--- config.mk ---
export PLATFORM = sky130hd
export DESIGN_NAME = tr_loop_sequencer_flat
export DESIGN_NICKNAME = d
export VERILOG_FILES = /design/src/rtl/tr_loop_sequencer_if.sv /design/src/rtl/tr_loop_sequencer.sv /design/src/flat_wrapper.sv
export SDC_FILE = /design/constraint.sdc
export NUM_CORES = 1
export LEC_CHECK = 0
export ABC_AREA = 1
export ABC_CLOCK_PERIOD_IN_PS = 4350
export CAP_MARGIN = 20
export CORE_MARGIN = 8
export CORE_UTILIZATION = 49
export DETAILED_ROUTE_END_ITERATION = 16
export GPL_ROUTABILITY_DRIVEN = 0
export GPL_TIMING_DRIVEN = 0
export PLACE_DENSITY = 0.85
export SLEW_MARGIN = 20
export SYNTH_ARGS = -nofsm -noshare
export SYNTH_HDL_FRONTEND = slang
export SYNTH_SLANG_ARGS = --single-unit
export TNS_END_PERCENT = 1
--- constraint.sdc ---
create_clock -name clk -period 4.35 [get_ports clk]
set_input_delay 0.87 -clock clk [delete_from_list [all_inputs] [get_ports clk]]
set_output_delay 0.87 -clock clk [all_outputs]
set_load 0.01 [all_outputs]
--- src/rtl/tr_loop_sequencer_if.sv ---
// Control/status bundle between the packet/correlator control and the
// timing-recovery loop sequencer.
interface tr_loop_sequencer_if;
    logic       enable;
    logic [1:0] mode_in;
    logic       update_data;
    logic       aa_match;
    logic       pkt_end;
    logic       tr_rst_n;
    logic [1:0] tr_select;
    logic [2:0] tr_sample_point;
    logic [3:0] tr_e_k_shift;
    logic [4:0] tr_tau_shift;
    logic [2:0] state;
    logic       locked;
    logic       timeout_evt;

    modport master (
        output enable, mode_in, update_data, aa_match, pkt_end,
        input  tr_rst_n, tr_select, tr_sample_point, tr_e_k_shift,
               tr_tau_shift, state, locked, timeout_evt
    );

    modport slave (
        input  enable, mode_in, update_data, aa_match, pkt_end,
        output tr_rst_n, tr_select, tr_sample_point, tr_e_k_shift,
               tr_tau_shift, state, locked, timeout_evt
    );
endinterface

--- src/rtl/tr_loop_sequencer.sv ---
// Timing-recovery loop sequencer: clear, high-gain acquisition, low-gain tracking, lock hold.
// Optional macro TR_GEAR_SHIFT_EN: step the loop gain down gradually through TRACK.
module tr_loop_sequencer #(
    parameter int RST_CYCLES      = 4,
    parameter int ACQ_SYMBOLS     = 8,
    parameter int TIMEOUT_SYMBOLS = 512,
    parameter int ACQ_EK_SHIFT    = 1,
    parameter int TRK_EK_SHIFT    = 3,
    parameter int TAU_SHIFT_BLE   = 10,
    parameter int TAU_SHIFT_154   = 11,
    parameter int SAMPLE_POINT    = 2
) (
    input  logic                 clk,
    input  logic                 rst,
    tr_loop_sequencer_if.slave   bus
);

    localparam logic [2:0] ST_IDLE   = 3'd0;
    localparam logic [2:0] ST_CLEAR  = 3'd1;
    localparam logic [2:0] ST_ACQ    = 3'd2;
    localparam logic [2:0] ST_TRACK  = 3'd3;
    localparam logic [2:0] ST_LOCKED = 3'd4;

    localparam logic [3:0] CYC_LAST = 4'(RST_CYCLES - 1);
    localparam logic [9:0] ACQ_LAST = 10'(ACQ_SYMBOLS - 1);
    localparam logic [9:0] TMO_LAST = 10'(TIMEOUT_SYMBOLS - 1);
    localparam logic [3:0] EK_ACQ   = 4'(ACQ_EK_SHIFT);
    localparam logic [3:0] EK_TRK   = 4'(TRK_EK_SHIFT);
    localparam logic [4:0] TAU_BLE  = 5'(TAU_SHIFT_BLE);
    localparam logic [4:0] TAU_154  = 5'(TAU_SHIFT_154);
    localparam logic [2:0] SMP_PT   = 3'(SAMPLE_POINT);
`ifdef TR_GEAR_SHIFT_EN
    localparam logic [3:0] EK_TRK_ENTRY = (ACQ_EK_SHIFT < TRK_EK_SHIFT) ? 4'(ACQ_EK_SHIFT + 1) : EK_TRK;
`else
    localparam logic [3:0] EK_TRK_ENTRY = EK_TRK;
`endif

    function automatic logic [9:0] sat_inc10(input logic [9:0] v);
        if (v == 10'h3FF) begin
            return v;
        end else begin
            return v + 10'd1;
        end
    endfunction

    logic [2:0] state_r, state_nxt_s;
    logic [3:0] cyc_cnt_r, cyc_cnt_nxt_s;
    logic [9:0] sym_cnt_r, sym_cnt_nxt_s;
    logic       tr_rst_n_r, tr_rst_n_nxt_s;
    logic [1:0] tr_select_r, tr_select_nxt_s;
    logic [3:0] ek_r, ek_nxt_s;
    logic [4:0] tau_r, tau_nxt_s;
    logic       locked_r, locked_nxt_s;
    logic       timeout_r, timeout_nxt_s;
`ifdef TR_GEAR_SHIFT_EN
    logic [9:0] gear_cnt_r, gear_cnt_nxt_s;
`endif

    // Next-state selection; enable low overrides every other event
    always_comb begin
        state_nxt_s = state_r;
        if (!bus.enable) begin
            state_nxt_s = ST_IDLE;
        end else begin
            case (state_r)
                ST_IDLE:   state_nxt_s = ST_CLEAR;
                ST_CLEAR: begin
                    if (cyc_cnt_r == CYC_LAST) state_nxt_s = ST_ACQ;
                    else                       state_nxt_s = ST_CLEAR;
                end
                ST_ACQ: begin
                    if (bus.aa_match)                                     state_nxt_s = ST_LOCKED;
                    else if (bus.update_data && (sym_cnt_r == ACQ_LAST)) state_nxt_s = ST_TRACK;
                    else                                                  state_nxt_s = ST_ACQ;
                end
                ST_TRACK: begin
                    if (bus.aa_match)                                     state_nxt_s = ST_LOCKED;
                    else if (bus.update_data && (sym_cnt_r == TMO_LAST)) state_nxt_s = ST_CLEAR;
                    else                                                  state_nxt_s = ST_TRACK;
                end
                ST_LOCKED: begin
                    if (bus.pkt_end) state_nxt_s = ST_CLEAR;
                    else             state_nxt_s = ST_LOCKED;
                end
                default:   state_nxt_s = ST_IDLE;
            endcase
        end
    end

    // Output and counter next values; outputs only move on a state entry (or a gear step)
    always_comb begin
        cyc_cnt_nxt_s   = cyc_cnt_r;
        sym_cnt_nxt_s   = sym_cnt_r;
        tr_rst_n_nxt_s  = tr_rst_n_r;
        tr_select_nxt_s = tr_select_r;
        ek_nxt_s        = ek_r;
        tau_nxt_s       = tau_r;
        locked_nxt_s    = locked_r;
        timeout_nxt_s   = (state_r == ST_TRACK) && (state_nxt_s == ST_CLEAR);
`ifdef TR_GEAR_SHIFT_EN
        gear_cnt_nxt_s  = gear_cnt_r;
`endif
        if (state_nxt_s != state_r) begin
            cyc_cnt_nxt_s = 4'd0;
            sym_cnt_nxt_s = 10'd0;
`ifdef TR_GEAR_SHIFT_EN
            gear_cnt_nxt_s = 10'd0;
`endif
            case (state_nxt_s)
                ST_CLEAR: begin
                    tr_rst_n_nxt_s  = 1'b0;
                    locked_nxt_s    = 1'b0;
                    ek_nxt_s        = EK_ACQ;
                    tr_select_nxt_s = bus.mode_in;
                    if (bus.mode_in == 2'd1) tau_nxt_s = TAU_154;
                    else                     tau_nxt_s = TAU_BLE;
                end
                ST_ACQ: begin
                    tr_rst_n_nxt_s = 1'b1;
                    locked_nxt_s   = 1'b0;
                    ek_nxt_s       = EK_ACQ;
                end
                ST_TRACK: begin
                    tr_rst_n_nxt_s = 1'b1;
                    locked_nxt_s   = 1'b0;
                    ek_nxt_s       = EK_TRK_ENTRY;
                end
                ST_LOCKED: begin
                    tr_rst_n_nxt_s = 1'b1;
                    locked_nxt_s   = 1'b1;
                    ek_nxt_s       = EK_TRK;
                end
                default: begin
                    tr_rst_n_nxt_s = 1'b0;
                    locked_nxt_s   = 1'b0;
                    ek_nxt_s       = EK_ACQ;
                end
            endcase
        end else begin
            if (state_r == ST_CLEAR) cyc_cnt_nxt_s = cyc_cnt_r + 4'd1;
            else                     cyc_cnt_nxt_s = cyc_cnt_r;
            if (bus.update_data) sym_cnt_nxt_s = sat_inc10(sym_cnt_r);
            else                 sym_cnt_nxt_s = sym_cnt_r;
`ifdef TR_GEAR_SHIFT_EN
            // Gear steps use their own counter so the timeout budget is unaffected
            if ((state_r == ST_TRACK) && bus.update_data) begin
                if (gear_cnt_r == ACQ_LAST) begin
                    gear_cnt_nxt_s = 10'd0;
                    if (ek_r < EK_TRK) ek_nxt_s = ek_r + 4'd1;
                    else               ek_nxt_s = ek_r;
                end else begin
                    gear_cnt_nxt_s = gear_cnt_r + 10'd1;
                end
            end else begin
                gear_cnt_nxt_s = gear_cnt_r;
            end
`endif
        end
    end

    // State, counter and output registers
    always_ff @(posedge clk or posedge rst) begin
        if (rst) begin
            state_r     <= ST_IDLE;
            cyc_cnt_r   <= 4'd0;
            sym_cnt_r   <= 10'd0;
            tr_rst_n_r  <= 1'b0;
            tr_select_r <= 2'd0;
            ek_r        <= EK_ACQ;
            tau_r       <= TAU_BLE;
            locked_r    <= 1'b0;
            timeout_r   <= 1'b0;
`ifdef TR_GEAR_SHIFT_EN
            gear_cnt_r  <= 10'd0;
`endif
        end else begin
            state_r     <= state_nxt_s;
            cyc_cnt_r   <= cyc_cnt_nxt_s;
            sym_cnt_r   <= sym_cnt_nxt_s;
            tr_rst_n_r  <= tr_rst_n_nxt_s;
            tr_select_r <= tr_select_nxt_s;
            ek_r        <= ek_nxt_s;
            tau_r       <= tau_nxt_s;
            locked_r    <= locked_nxt_s;
            timeout_r   <= timeout_nxt_s;
`ifdef TR_GEAR_SHIFT_EN
            gear_cnt_r  <= gear_cnt_nxt_s;
`endif
        end
    end

    assign bus.state           = state_r;
    assign bus.tr_rst_n        = tr_rst_n_r;
    assign bus.tr_select       = tr_select_r;
    assign bus.tr_sample_point = SMP_PT;
    assign bus.tr_e_k_shift    = ek_r;
    assign bus.tr_tau_shift    = tau_r;
    assign bus.locked          = locked_r;
    assign bus.timeout_evt     = timeout_r;

endmodule

--- src/flat_wrapper.sv ---
// flat-port wrapper written by rule: the top's interface ports become plain ports
module tr_loop_sequencer_flat 
#(
    parameter int RST_CYCLES      = 4,
    parameter int ACQ_SYMBOLS     = 8,
    parameter int TIMEOUT_SYMBOLS = 512,
    parameter int ACQ_EK_SHIFT    = 1,
    parameter int TRK_EK_SHIFT    = 3,
    parameter int TAU_SHIFT_BLE   = 10,
    parameter int TAU_SHIFT_154   = 11,
    parameter int SAMPLE_POINT    = 2
)
  (clk, rst, bus_enable, bus_mode_in, bus_update_data, bus_aa_match, bus_pkt_end, bus_tr_rst_n, bus_tr_select, bus_tr_sample_point, bus_tr_e_k_shift, bus_tr_tau_shift, bus_state, bus_locked, bus_timeout_evt);
  tr_loop_sequencer_if bus_i ();
  input  logic clk;
  input  logic rst;
  input wire logic [$bits(bus_i.enable)-1:0] bus_enable;
  input wire logic [$bits(bus_i.mode_in)-1:0] bus_mode_in;
  input wire logic [$bits(bus_i.update_data)-1:0] bus_update_data;
  input wire logic [$bits(bus_i.aa_match)-1:0] bus_aa_match;
  input wire logic [$bits(bus_i.pkt_end)-1:0] bus_pkt_end;
  output wire logic [$bits(bus_i.tr_rst_n)-1:0] bus_tr_rst_n;
  output wire logic [$bits(bus_i.tr_select)-1:0] bus_tr_select;
  output wire logic [$bits(bus_i.tr_sample_point)-1:0] bus_tr_sample_point;
  output wire logic [$bits(bus_i.tr_e_k_shift)-1:0] bus_tr_e_k_shift;
  output wire logic [$bits(bus_i.tr_tau_shift)-1:0] bus_tr_tau_shift;
  output wire logic [$bits(bus_i.state)-1:0] bus_state;
  output wire logic [$bits(bus_i.locked)-1:0] bus_locked;
  output wire logic [$bits(bus_i.timeout_evt)-1:0] bus_timeout_evt;
  assign bus_i.enable = bus_enable;
  assign bus_i.mode_in = bus_mode_in;
  assign bus_i.update_data = bus_update_data;
  assign bus_i.aa_match = bus_aa_match;
  assign bus_i.pkt_end = bus_pkt_end;
  assign bus_tr_rst_n = bus_i.tr_rst_n;
  assign bus_tr_select = bus_i.tr_select;
  assign bus_tr_sample_point = bus_i.tr_sample_point;
  assign bus_tr_e_k_shift = bus_i.tr_e_k_shift;
  assign bus_tr_tau_shift = bus_i.tr_tau_shift;
  assign bus_state = bus_i.state;
  assign bus_locked = bus_i.locked;
  assign bus_timeout_evt = bus_i.timeout_evt;
  tr_loop_sequencer #(.RST_CYCLES(RST_CYCLES), .ACQ_SYMBOLS(ACQ_SYMBOLS), .TIMEOUT_SYMBOLS(TIMEOUT_SYMBOLS), .ACQ_EK_SHIFT(ACQ_EK_SHIFT), .TRK_EK_SHIFT(TRK_EK_SHIFT), .TAU_SHIFT_BLE(TAU_SHIFT_BLE), .TAU_SHIFT_154(TAU_SHIFT_154), .SAMPLE_POINT(SAMPLE_POINT)) u_core (.clk(clk), .rst(rst), .bus(bus_i));
endmodule
* Word-level counts from Yosys, hierarchy flattened
Cells that the tools add are included.
** Cells by class
- Equal/unequal tests :: 15
- Reductions and logical operators :: 10
- Add/subtract/negate cells :: 2
- Mux-type cells :: 17
** Operators by type and width (count)
- 2-to-1 mux 10 bit :: 3
- case mux 3 bit (5 select lines) :: 1
- == test 3 x 2 -> 1 bit (second input constant) :: 4
- 2-to-1 mux 3 bit :: 4
- adder 10 x 1 -> 10 bit (second input constant) :: 1
- == test 10 bit (second input constant) :: 1
- == test 10 x 3 -> 1 bit (second input constant) :: 1
- == test 10 x 9 -> 1 bit (second input constant) :: 1
- 2-to-1 mux 4 bit :: 2
- == test 3 x 1 -> 1 bit (second input constant) :: 2
- == test 3 bit (second input constant) :: 2
- 2-to-1 mux 2 bit :: 3
- adder 4 x 1 -> 4 bit (second input constant) :: 1
- == test 4 x 2 -> 1 bit (second input constant) :: 1
- 2-to-1 mux 1 bit :: 4
- AND reduction 2 bit :: 2
- nonzero test 2 bit :: 2
- logical AND 1 bit :: 3
- zero test 3 bit :: 1
- inequality test 3 bit :: 1
- OR reduction 3 bit :: 1
- == test 2 x 1 -> 1 bit (second input constant) :: 1
- inequality test 2 x 1 -> 1 bit (second input constant) :: 1
- OR reduction 2 bit :: 1
** Storage, ports and cells
- Output and inout port bits :: 20
- Logic and storage cells :: 53
- Input bits :: 8
- Register bits :: 31

* Logic depth before layout (Yosys ltp)
- Depth after elaboration :: 9
- Mapped depth :: 14
- Mapped depth without buffers :: 13

* Worst setup path after synthesis
OpenSTA, ideal clock, no wires.
- Kind :: input -> register
- Start point :: in bus_update_data
- End point :: reg u_core.tr_select_r[0], in the netlist u_core.bus.tr_select[0]
- Setup time :: 0.117 ns
- Arrival time :: 1.857 ns
- Path buffers :: 1
- Required time :: 4.233 ns
- Path slack :: 2.376 ns
- Stages on the path :: 14
- Cell sequence :: inv_1 nor2_1 nand2_1 nor2_1 nand2_1 nand2_1 nand2_2 nand2_1 nand2_1 nand3_2 buf_6 nand2_4 nand2_1 nand2_1
** Between the ends
- Word-level cells in the longest chain between the ends :: 7
- Elaborated cells on any way between the ends :: 11
- Classes of those cells :: eq/ne (2); mux (6); reduce/logical (3)
** RTL lines
- start: declaration :: RTL line flat_wrapper.sv:19 : input wire logic [$bits(bus_i.update_data)-1:0] bus_update_data;
- logical AND 1 bit, on equally long branches :: RTL line tr_loop_sequencer.sv:73, tr_loop_sequencer.sv:78
- 2-to-1 mux 1 bit / 2-to-1 mux 2 bit (equally long branches) :: RTL line tr_loop_sequencer.sv:73, tr_loop_sequencer.sv:78
- 2-to-1 mux 3 bit, on equally long branches :: RTL line tr_loop_sequencer.sv:72, tr_loop_sequencer.sv:77
- case mux 3 bit (5 select lines) (*) :: RTL line tr_loop_sequencer.sv:65 : case (state_r)
- 2-to-1 mux 3 bit (*) :: RTL line tr_loop_sequencer.sv:62 : if (!bus.enable) begin
- inequality test 3 bit / == test 3 x 1 -> 1 bit (equally long branches) :: RTL line tr_loop_sequencer.sv:103, tr_loop_sequencer.sv:109
- AND reduction 2 bit (no line) (*)
- end signal: assignment :: RTL line tr_loop_sequencer.sv:181 : tr_select_r <= tr_select_nxt_s;
- end: declaration :: RTL line tr_loop_sequencer.sv:50 : logic [1:0] tr_select_r, tr_select_nxt_s;
Every way passes the cells marked *; elsewhere a longest branch is shown, timed or not.
A chain may end at the register's enable or synchronous reset.

* Worst setup path after layout
Same ends and word-level chain as after synthesis.

==> run_results.csv <==
group,metric,value,unit
sta,min_period,2430,ps
worst_setup_path,timing.reg2reg.setup_slack,2380,ps
worst_setup_path,reg2reg_depth,11,
floorplan,die_area,4900,um2
yosys,yosys.area.top_type,"dfrtp_1",
global_routing,grt_pass1_vias,1158,
floorplan,placementRows,19,
sta,finalMaxSlewViolations,0,
cts,cts_hold_buf,0,
sta,worst_pin_slew,915,ps
sta,rsz0062_at_grt,"false",
sta,fin_crit_sh,0.559,
cts,cts_inserted_buffers,3,
cts,clock-sinks,24,
yosys,ys_ff_latch,24,
yosys,synth_warnings,0,
yosys,netlist_area,1430,um2
layout,drive_above_1_share,0.191,
pwr,peakVddDrop,254,uV
worst_setup_path,startpoint_type,"input pin",
worst_setup_path,critPathCaptureType,"register",
yosys,synth.top_cell.area_share,0.420,
route,firstDrtPassIters,4,
cts,postCtsSetupBuffers,0,
sta,hold_viol_final,0,
sta,finalSetupTns,0,ps
pwr,cellLeakagePower,0.000896,uW
layout,syn2layout_area_growth,20.4,%
job,maxCapViolations,0,
hold_path,hold_class,"register to register",
cts,cts_resized,0,
floorplan,die_y,70,um
layout,nets,220,
cts,cts_tree,"yes",
sta,fin_hold_ws,494,ps
global_routing,grt_max_degree,25,
layout,regArea,601,um2
pwr,power-per-cell-area,300,nW/um2
yosys,synth.distinct_cells,29,
route,drtIter0Drc,100,
place,place_ws,1610,ps
layout,multi_input_area,684,um2
worst_setup_path,regToRegStartpoint,"u_core.sym_cnt_r[0]",
floorplan,coreArea,2760,um2
worst_setup_path,reg2reg_to,"u_core.sym_cnt_r[9]",
worst_setup_path,arrival,2650,ps
worst_setup_path,cp_common_cell,"nand2_1",
route,antenna_left,0,
yosys,synthTopCellsByArea,"dfrtp_1 (42%), nand2_1 (11%), nor2_1 (6.0%), buf_4 (5.3%), nand3_1 (5.3%)",
global_routing,overflow,0,
yosys,syn_area_per_cell,7.94,um2
layout,final_common_cell,"nand2_1",
global_routing,grtUsageTotal,0.119,
cts,clockRootBuffer,"clkbuf_4",
worst_setup_path,cp_max_fo,10,
cts,clk_path_buf_depth,2,
cts,clk_pin_slew_worst_paths,130,ps
floorplan,start_util,0.518,
place,post-dp-hpwl,2150,um
route,avgViaCountPerCell,4.76,
route,wl,2860,um
route,wire_per_inst,11.9,um
route,drc,0,
global_routing,grt_first_pass_wirelength,4930,um
worst_setup_path,cp.required,4570,ps
hold_path,hold_depth,2,
global_routing,antenna_found_initial,0,
sta,finalSetupViolCount,0,
hold_path,min_to,"u_core.bus.tr_select[1]",
worst_setup_path,slowest_stage,"clkdlybuf4s50_1",
layout,fillers,265,
sta,relSlewSlack,0.389,
route,num_vias,1143,
cts,insertion_delay,320,ps
pwr,power,516,uW
sta,finClkSkew,7.75,ps
place,portBuffers,17,
floorplan,ios,28,
hold_path,min-delay-start,"u_core.bus.tr_select[1]",
sta,max_freq,0.411,GHz
worst_setup_path,slowest_delay,500,ps
yosys,synth-seq-area-share,0.420,
layout,antenna_cells,0,
worst_setup_path,cp_cell_sequence,"clkdlybuf4s50_1 -> inv_1 -> nor2_1 -> nand2_1 -> nor2_1 -> nand2_1 -> nand2_1 -> nand2_2 -> nand2_1 -> nand2_1 -> nand3_2 -> buf_6 -> nand2_4 -> nand2_1 -> nand2_1",
sta,layout_setup_ws,1920,ps
floorplan,die_x,70,um
layout,layout_common_cells,"nand2_1 (40), dfrtp_1 (24), nor2_1 (23)",
outcome,status,"finished, final reports clean",
worst_setup_path,worstSetupPathType,"input pin to register",
yosys,synth_cells,180,
cts,htree_levels,1,
how the worst max path moves through the flow:
stage                          from                         end  slack [ps]  cells past startpoint
finish              bus_update_data     u_core.bus.tr_select[0]        1920                     15
global route        bus_update_data         u_core.sym_cnt_r[9]        1750                     11
CTS                 bus_update_data     u_core.bus.tr_select[0]        1930                     15
detailed placement  bus_update_data  u_core.bus.tr_tau_shift[0]        1610                     15
global placement    bus_update_data     u_core.bus.tr_select[0]        1650                     15
floorplan           bus_update_data     u_core.bus.tr_select[0]        2380                     14
cells in the mapped netlist (all sizes together):
master / n
a21oi: 5
and3: 1
nand3: 17
nor3: 6
nor2: 27
a21boi: 1
inv: 22
o21ai: 4
nand4: 2
xnor2: 2
nand2: 47
and2: 1
conb: 2
ha: 2
buf: 12
dfrtp: 24
xor2: 5
kinds of logic (layout without fill, tap and decap cells):
group | after synthesis | count (layout) | share of synthesized area
compound gates | 10 | 10 | 0.0447
xor+xnor | 7 | 7 | 0.0429
fa+ha+maj | 2 | 2 | 0.0175
buf+inv | 34 | 55 | 0.122
flops | 24 | 24 | 0.420
other cells | 2 | 10 | 0.00526
simple gates | 101 | 101 | 0.348
power breakdown:
part           total [uW]  switching, uW  internal [uW]
clock network         160           66.9           93.2
registers             250           12.2            238
logic                 105           57.5           48.0
state kept, by name, indices dropped and copies added (netlist names):
| signal | cells |
|---|---|
| u_core.bus.timeout_evt | 1 |
| u_core.sym_cnt_r | 10 |
| u_core.bus.tr_select | 2 |
| u_core.cyc_cnt_r | 4 |
| u_core.bus.locked | 1 |
| u_core.bus.state | 3 |
| u_core.bus.tr_e_k_shift | 1 |
| u_core.bus.tr_rst_n | 1 |
| u_core.bus.tr_tau_shift | 1 |
stage by stage:
stage	cells	area, um2	utilization
2_1_floorplan	188	1460	-
3_3_place_gp	236	1670	0.605
3_5_place_dp	236	1670	0.605
4_1_cts	240	1720	0.624
5_1_grt	240	1720	0.624
6_report	240	1720	0.624
layer usage:
layer | GRT usage | up-vias | routed length [um]
met1 | 0.134 | 522 | 1300
li1 | - | 597 | -
met2 | 0.202 | 20 | 1410
met4 | 0.0446 | 0 | 27
met5 | 0 | - | 0
met3 | 0.0410 | 4 | 121
cell type report:
cell class | instances | area share
plain buffers | 12 | 0.0531
inverters | 22 | 0.0480
well taps | 31 | 0.0225
flip-flops and latches | 24 | 0.349
clock inverters | 1 | 0.0175
multi-input cells | 130 | 0.398
repair buffers | 17 | 0.0989
clock buffers | 3 | 0.0131
critical path, delay by kind of cell:
family	cells	cell delay, ps
buf+inv	3	710
simple gates	12	1070
No activity file was read; power rests on OpenSTA's default activity.
